==> src/rtl/ula_74181.sv <==
// 4-bit ALU slice modelled on the 74181 function set.
// Arithmetic mode adds an operand pair chosen by s, plus cin.
// Logic mode is a fixed XOR. The combinational result is also
// captured into f_q/cout_q for pipelined consumers.
module ula_74181 (
  input  logic       clk,
  input  logic       rst,
  input  logic [3:0] a,
  input  logic [3:0] b,
  input  logic [3:0] s,
  input  logic       m,
  input  logic       cin,
  output logic [3:0] f,
  output logic       cout,
  output logic       a_eq_b,
  output logic [3:0] f_q,
  output logic       cout_q
);

  logic [3:0] x_op;
  logic [3:0] y_op;
  logic [4:0] sum;

  // Select the adder operand pair for the current function code.
  always_comb begin
    x_op = 4'b0000;
    y_op = 4'b0000;
    case (s)
      4'b0000: begin x_op = a;       y_op = 4'b0000; end
      4'b0001: begin x_op = a | b;   y_op = 4'b0000; end
      4'b0010: begin x_op = a | ~b;  y_op = 4'b0000; end
      4'b0011: begin x_op = 4'b0000; y_op = 4'b1111; end
      4'b0100: begin x_op = a;       y_op = a & ~b;  end
      4'b0101: begin x_op = a | b;   y_op = a & ~b;  end
      4'b0110: begin x_op = a;       y_op = ~b;      end
      4'b0111: begin x_op = a & ~b;  y_op = 4'b1111; end
      4'b1000: begin x_op = a;       y_op = a & b;   end
      4'b1001: begin x_op = a;       y_op = b;       end
      4'b1010: begin x_op = a | ~b;  y_op = a & b;   end
      4'b1011: begin x_op = a & b;   y_op = 4'b1111; end
      4'b1100: begin x_op = a;       y_op = a;       end
      4'b1101: begin x_op = a | b;   y_op = a;       end
      4'b1110: begin x_op = a | ~b;  y_op = a;       end
      default: begin x_op = a;       y_op = 4'b1111; end
    endcase
  end

  // Add the pair with carry-in, then pick the adder or the XOR by mode;
  // the mode mux keeps the adder result off f/cout in logic mode.
  always_comb begin
    sum = {1'b0, x_op} + {1'b0, y_op} + {4'b0000, cin};
    if (m) begin
      f    = a ^ b;
      cout = 1'b0;
    end else begin
      f    = sum[3:0];
      cout = sum[4];
    end
    a_eq_b = &f;
  end

  // Capture the result every cycle; reset clears the registered copy.
  always_ff @(posedge clk) begin
    if (rst) begin
      f_q    <= 4'b0000;
      cout_q <= 1'b0;
    end else begin
      f_q    <= f;
      cout_q <= cout;
    end
  end

endmodule

==> config.mk <==
export PLATFORM = sky130hd
export DESIGN_NAME = ula_74181
export DESIGN_NICKNAME = d
export VERILOG_FILES = /design/src/rtl/ula_74181.sv
export SDC_FILE = /design/constraint.sdc
export NUM_CORES = 1
export LEC_CHECK = 0
export ABC_CLOCK_PERIOD_IN_PS = 9300
export CAP_MARGIN = 20
export CORE_MARGIN = 2
export CORE_UTILIZATION = 35
export CTS_BUF_LIST = sky130_fd_sc_hd__clkbuf_4 sky130_fd_sc_hd__clkbuf_8
export CTS_CLUSTER_DIAMETER = 50
export DETAILED_ROUTE_END_ITERATION = 6
export GPL_ROUTABILITY_DRIVEN = 0
export PLACE_DENSITY = 0.69
export SLEW_MARGIN = 20
export SYNTH_ARGS = -nofsm -noshare
export SYNTH_HDL_FRONTEND = slang
export SYNTH_SLANG_ARGS = --single-unit
==> constraint.sdc <==
create_clock -name clk -period 9.3 [get_ports clk]
set_input_delay 2.325 -clock clk [delete_from_list [all_inputs] [get_ports clk]]
set_output_delay 2.325 -clock clk [all_outputs]
set_load 0.01 [all_outputs]
=== Word-level counts from Yosys, hierarchy flattened ===
Index checks and enable logic that the tools add are counted.

* Add/sub/neg operators: 2
* Mux-type cells: 4
* Reduce and logical (&&, ||, !) cells: 8
* Bitwise operators: 6
* Equal/unequal tests: 14

{| class="wikitable"
|+ Operator list
! cell !! count
|-
| equality test 4 bit, second input constant || 7
|-
| case mux 4 bit (6 select lines) || 1
|-
| case mux 4 bit (5 select lines) || 1
|-
| equality test 4 x 3 -> 1 bit, second input constant || 4
|-
| OR reduction 3 bit || 4
|-
| bitwise AND 4 bit || 2
|-
| equality test 4 x 2 -> 1 bit, second input constant || 2
|-
| bitwise OR 4 bit || 2
|-
| adder 4 x 4 -> 5 bit || 1
|-
| adder 5 x 1 -> 5 bit || 1
|-
| equality test 4 x 1 -> 1 bit, second input constant || 1
|-
| logical NOT 4 bit || 1
|-
| two-way mux 4 bit || 1
|-
| inverter 4 bit || 1
|-
| AND reduction 4 bit || 1
|-
| OR reduction 2 bit || 2
|-
| bitwise XOR 4 bit || 1
|-
| two-way mux 1 bit || 1
|}

* Output and inout port bits: 11
* Register bits after elaboration: 5
* Bits of input ports: 16

=== Logic depth before layout (Yosys ltp) ===
* Depth after elaboration: 7
* Depth in mapped cells: 12
* Mapped depth without buffers: 12

=== Worst setup path before layout ===
OpenSTA, ideal clock, no wires.

* Path type: input-to-output
* Start: input port s[0]
* End: output port a_eq_b
* Data required time: 6.975 ns
* Buffers on the path: 2
* Cell stages on the path: 11
* Data arrival time: 4.344 ns
* Setup slack: 2.631 ns
* Path through: buf_4 and2_1 buf_2 a32oi_1 nand3_1 fa_1 inv_1 fa_1 nor3b_1 a21oi_1 nor3_2

* Longest elaborated chain between the ends: 7
* Elaborated cells on any way between the ends: 27

{| class="wikitable"
|+ RTL lines
! element !! RTL line !! text
|-
| from (decl) || 10 || <nowiki>input logic [3:0] s,</nowiki>
|-
| equality test 4 bit, or another cell as far along || 28 || <nowiki>case (s)</nowiki>
|-
| OR reduction 3 bit (no line) or OR reduction 2 bit (tied branches) || -- ||
|-
| case mux 4 bit (6 select lines) or case mux 4 bit (5 select lines) (tied branches) || 28 ||
|-
| adder 4 x 4 -> 5 bit (*) || 51 || <nowiki>sum = {1'b0, x_op} + {1'b0, y_op} + {4'b0000, cin};</nowiki>
|-
| adder 5 x 1 -> 5 bit (*) || 51 ||
|-
| two-way mux 4 bit (*) || 52 || <nowiki>if (m) begin</nowiki>
|-
| AND reduction 4 bit (*) || 59 || <nowiki>a_eq_b = &f;</nowiki>
|-
| to (decl) || 15 || <nowiki>output logic a_eq_b,</nowiki>
|}

Every way passes the cells marked *; elsewhere a longest branch is shown, timed or not.

=== Worst setup path in the final report ===
* Start: input port s[3]
* End: output port a_eq_b

Same word-level chain as after synthesis.

==> flow_summary_export.csv <==
group,metric,value,unit
floorplanning,dieArea,0.003146,mm2
clock_network,cts_buffer_depth,2,
logic_synthesis,syn_avg_cell_area,7.249,um2
sta,slew_violations,0,
logic_synthesis,synthCells,131,
logic_synthesis,synth_cell_type_count,37,
logic_synthesis,yosys.area.top_type,"ha_1",
routing,drt_iter0_drc,28,
worst_setup_path,cpMaxStageDelayCell,"clkdlybuf4s50_1",
sta,max_freq,0.1235,GHz
logic_synthesis,synthTopCellsByArea,"ha_1 (14%), dfxtp_1 (11%), nand2_1 (6.3%)",
routing,first_pass_iters,4,
global_routing,grt_overflow,0,
pwr,p_int,0.00008322,W
worst_hold_path,min-delay-path-class,"input port to register",
pwr,leakage,0.5139,nW
clock_network,cts_root_buf,"clkbuf_4",
placement,dp_slack,1.196,ns
routing,wire_per_inst,13.65,um
sta,fin_crit_sh,87.03,%
clock_network,numCtsBuffers,3,
clock_network,h-tree-depth,1,
logic_synthesis,ys_top_cells_by_count,"nand2_1 (16), ha_1 (11), inv_1 (11)",
worst_setup_path,cpPeakStageDelay,0.80,ns
sta,fin_setup_tns,0,ns
routing,met2_length,1236,um
logic_synthesis,async_reset_ff_share,0,%
outcome,status,"completed",
sta,max_slew_margin,59.08,%
floorplanning,die_x,56.09,um
routing,drcViolationCount,0,
global_routing,grt_pass1_wl,4257,um
placement,io_buffers,26,
finish,seq_area,100.1,um2
floorplanning,fp.dieH,56.09,um
sta,setup_viol,0,
floorplanning,num_rows,18,
pwr,p_sw,0.00004992,W
finish,n_fill_cell,259,
logic_synthesis,synth_edf_count,0,
global_routing,track_usage,16.42,%
run,cap_violations,0,
logic_synthesis,ys.flop_type,"dfxtp_1",
routing,dr_wl_met3,130,um
sta,worstMarginPinSlew,0.6119,ns
routing,m1WireLength,1100,um
global_routing,grt_max_degree,20,
sta,setup_ws,1.206,ns
logic_synthesis,yosysMostFrequentCell,"nand2_1",
pwr,combPwrFrac,59.8,%
logic_synthesis,syn_nets,160,
finish,layout.nets,184,
pwr,vdd_ir_drop_max,0.00008342,V
logic_synthesis,synth_top_cell_area_share,14.49,%
floorplanning,core_area,0.002522,mm2
pwr,swShare,37.50,%
finish,drive_gt1_share,7.143,%
global_routing,antenna_found_initial,0,
pwr,clkPwrFrac,21.3,%
clock_network,postCtsSetupBuffers,0,
worst_setup_path,cp.arrival,5.77,ns
global_routing,grt_pass1_vias,986,
finish,antenna_cells,0,
routing,drtAntennaViolNets,0,
floorplanning,io_pins,27,
logic_synthesis,ys_seq_area_share,10.54,%
worst_setup_path,critPathMaxFanout,16,
routing,via_count,1055,
clock_network,cts_tree,"yes",
logic_synthesis,ys_ff_latch,5,
sta,period_needed,8.094,ns
clock_network,cts_hold_buffers,0,
sta,hold_violations,0,
finish,area_delta_synth_final,30.30,%
sta,rsz0062_at_grt,"false",
clock_network,clk_pin_slew,0.04,ns
clock_network,cts.sinks,5,
routing,routed_wl,2512,um
finish,multiInputGateArea,768.2,um2
clock_network,post_cts_resized,0,
placement,hpwl,2026,um
routing,topRoutingLayerUsed,"met4",
routing,via_per_inst,5.734,
worst_setup_path,crit_type,"input port to output pin",
logic_synthesis,netlist_area,949.7,um2
worst_setup_path,cp.required,6.98,ns
logic_synthesis,yosysWarnings,0,
pwr,seqPwrFrac,18.9,%
floorplanning,initial_core_util,37.65,%
pwr,powerDensity,107.6,mW/mm2
worst_setup_path,endpoint_kind,"output pin",
worst_setup_path,crit_path_start_kind,"input port",
worst_setup_path,crit_chain,"clkdlybuf4s50_1, nand2b_1, nor2_1, a221oi_1, o21ai_1, fa_1, inv_1, fa_1, nor3b_1, a21oi_1, nor3_2, clkdlybuf4s50_1",
==> stage by stage <==
stage	util (%)	total power, W	cell area, um2	std cells	hold WS, ns
6_report	49.06	0.0001331	1237	184	2.734
5_1_grt	49.06	0.0001443	1237	184	2.753
2_1_floorplan	-	0.00007346	949.7	131	2.397
3_5_place_dp	47.87	0.0001054	1207	180	2.991
3_3_place_gp	47.87	0.0001036	1207	180	2.969
4_1_cts	49.06	0.0001346	1237	184	2.736
==> worst paths after layout <==
| check | start | endpoint | slack [ns] | cells after the start |
|---|---|---|---|---|
| worst max-delay path | s[3] | a_eq_b | 1.21 | 12 |
| worst min-delay path | rst | f_q[2] | 2.73 | 2 |
==> layout by cell type (no fill, tap or decap) <==
master,count
a2111oi_4,1
a21o_1,1
a21oi_1,5
a221o_1,2
a221oi_1,4
a22oi_2,1
a31oi_1,7
a32oi_1,1
and2_1,1
and2b_4,1
and3_1,3
clkbuf_4,4
clkdlybuf4s50_1,26
dfxtp_1,5
fa_1,2
ha_1,11
inv_1,11
mux2i_1,2
nand2_1,16
nand2b_1,5
nand2b_2,1
nand3_1,2
nand4b_1,1
nor2_1,10
nor2b_1,6
nor2b_2,1
nor3_1,1
nor3_2,2
nor3b_1,1
o21ai_0,4
o21ai_1,9
o21bai_1,1
o221ai_1,1
o22ai_1,1
o311ai_1,1
o31ai_1,2
xnor2_1,1
==> area by class of cell <==
class,instances,area share (%)
repair buffers,26,21.03
well taps,30,3.033
inverters,11,3.337
flip-flops and latches,5,8.089
clock buffers,4,2.427
multi-input cells,108,62.08
==> per-layer routing <==
layer / vias to the layer above / global-route usage (%)
met4: 0 / 5.782
met5: - / 0
met3: 4 / 3.721
li1: 522 / -
met2: 33 / 26.72
met1: 496 / 21.11
==> cells by family after synthesis <==
group,count (synthesis),synth area share (%)
xor+xnor,1,0.9224
simple gates,51,28.46
flops,5,10.54
fa+ha+maj,13,18.71
mux,2,2.108
buf+inv,18,8.563
compound gates,41,30.70
==> state kept, by name, summed over array words and instances, names as in the netlist <==
signal  flops
cout_q      1
f_q         4
==> power by group through the flow <==
stage          clock (W)  sequential [W]  combinational, W
2_1_floorplan          0       0.0000269         0.0000466
3_3_place_gp           0       0.0000253         0.0000783
3_5_place_dp           0       0.0000255         0.0000799
4_1_cts        0.0000293       0.0000251         0.0000801
5_1_grt        0.0000307       0.0000252         0.0000884
6_report       0.0000284       0.0000251         0.0000796
==> critical path, delay by kind of cell <==
| kind | cells | cell delay (ns) |
|---|---|---|
| compound gates | 3 | 0.52 |
| simple gates | 4 | 0.64 |
| buf+inv | 3 | 1.43 |
| fa+ha+maj | 2 | 0.83 |
Power figures use the tool's default switching activity.
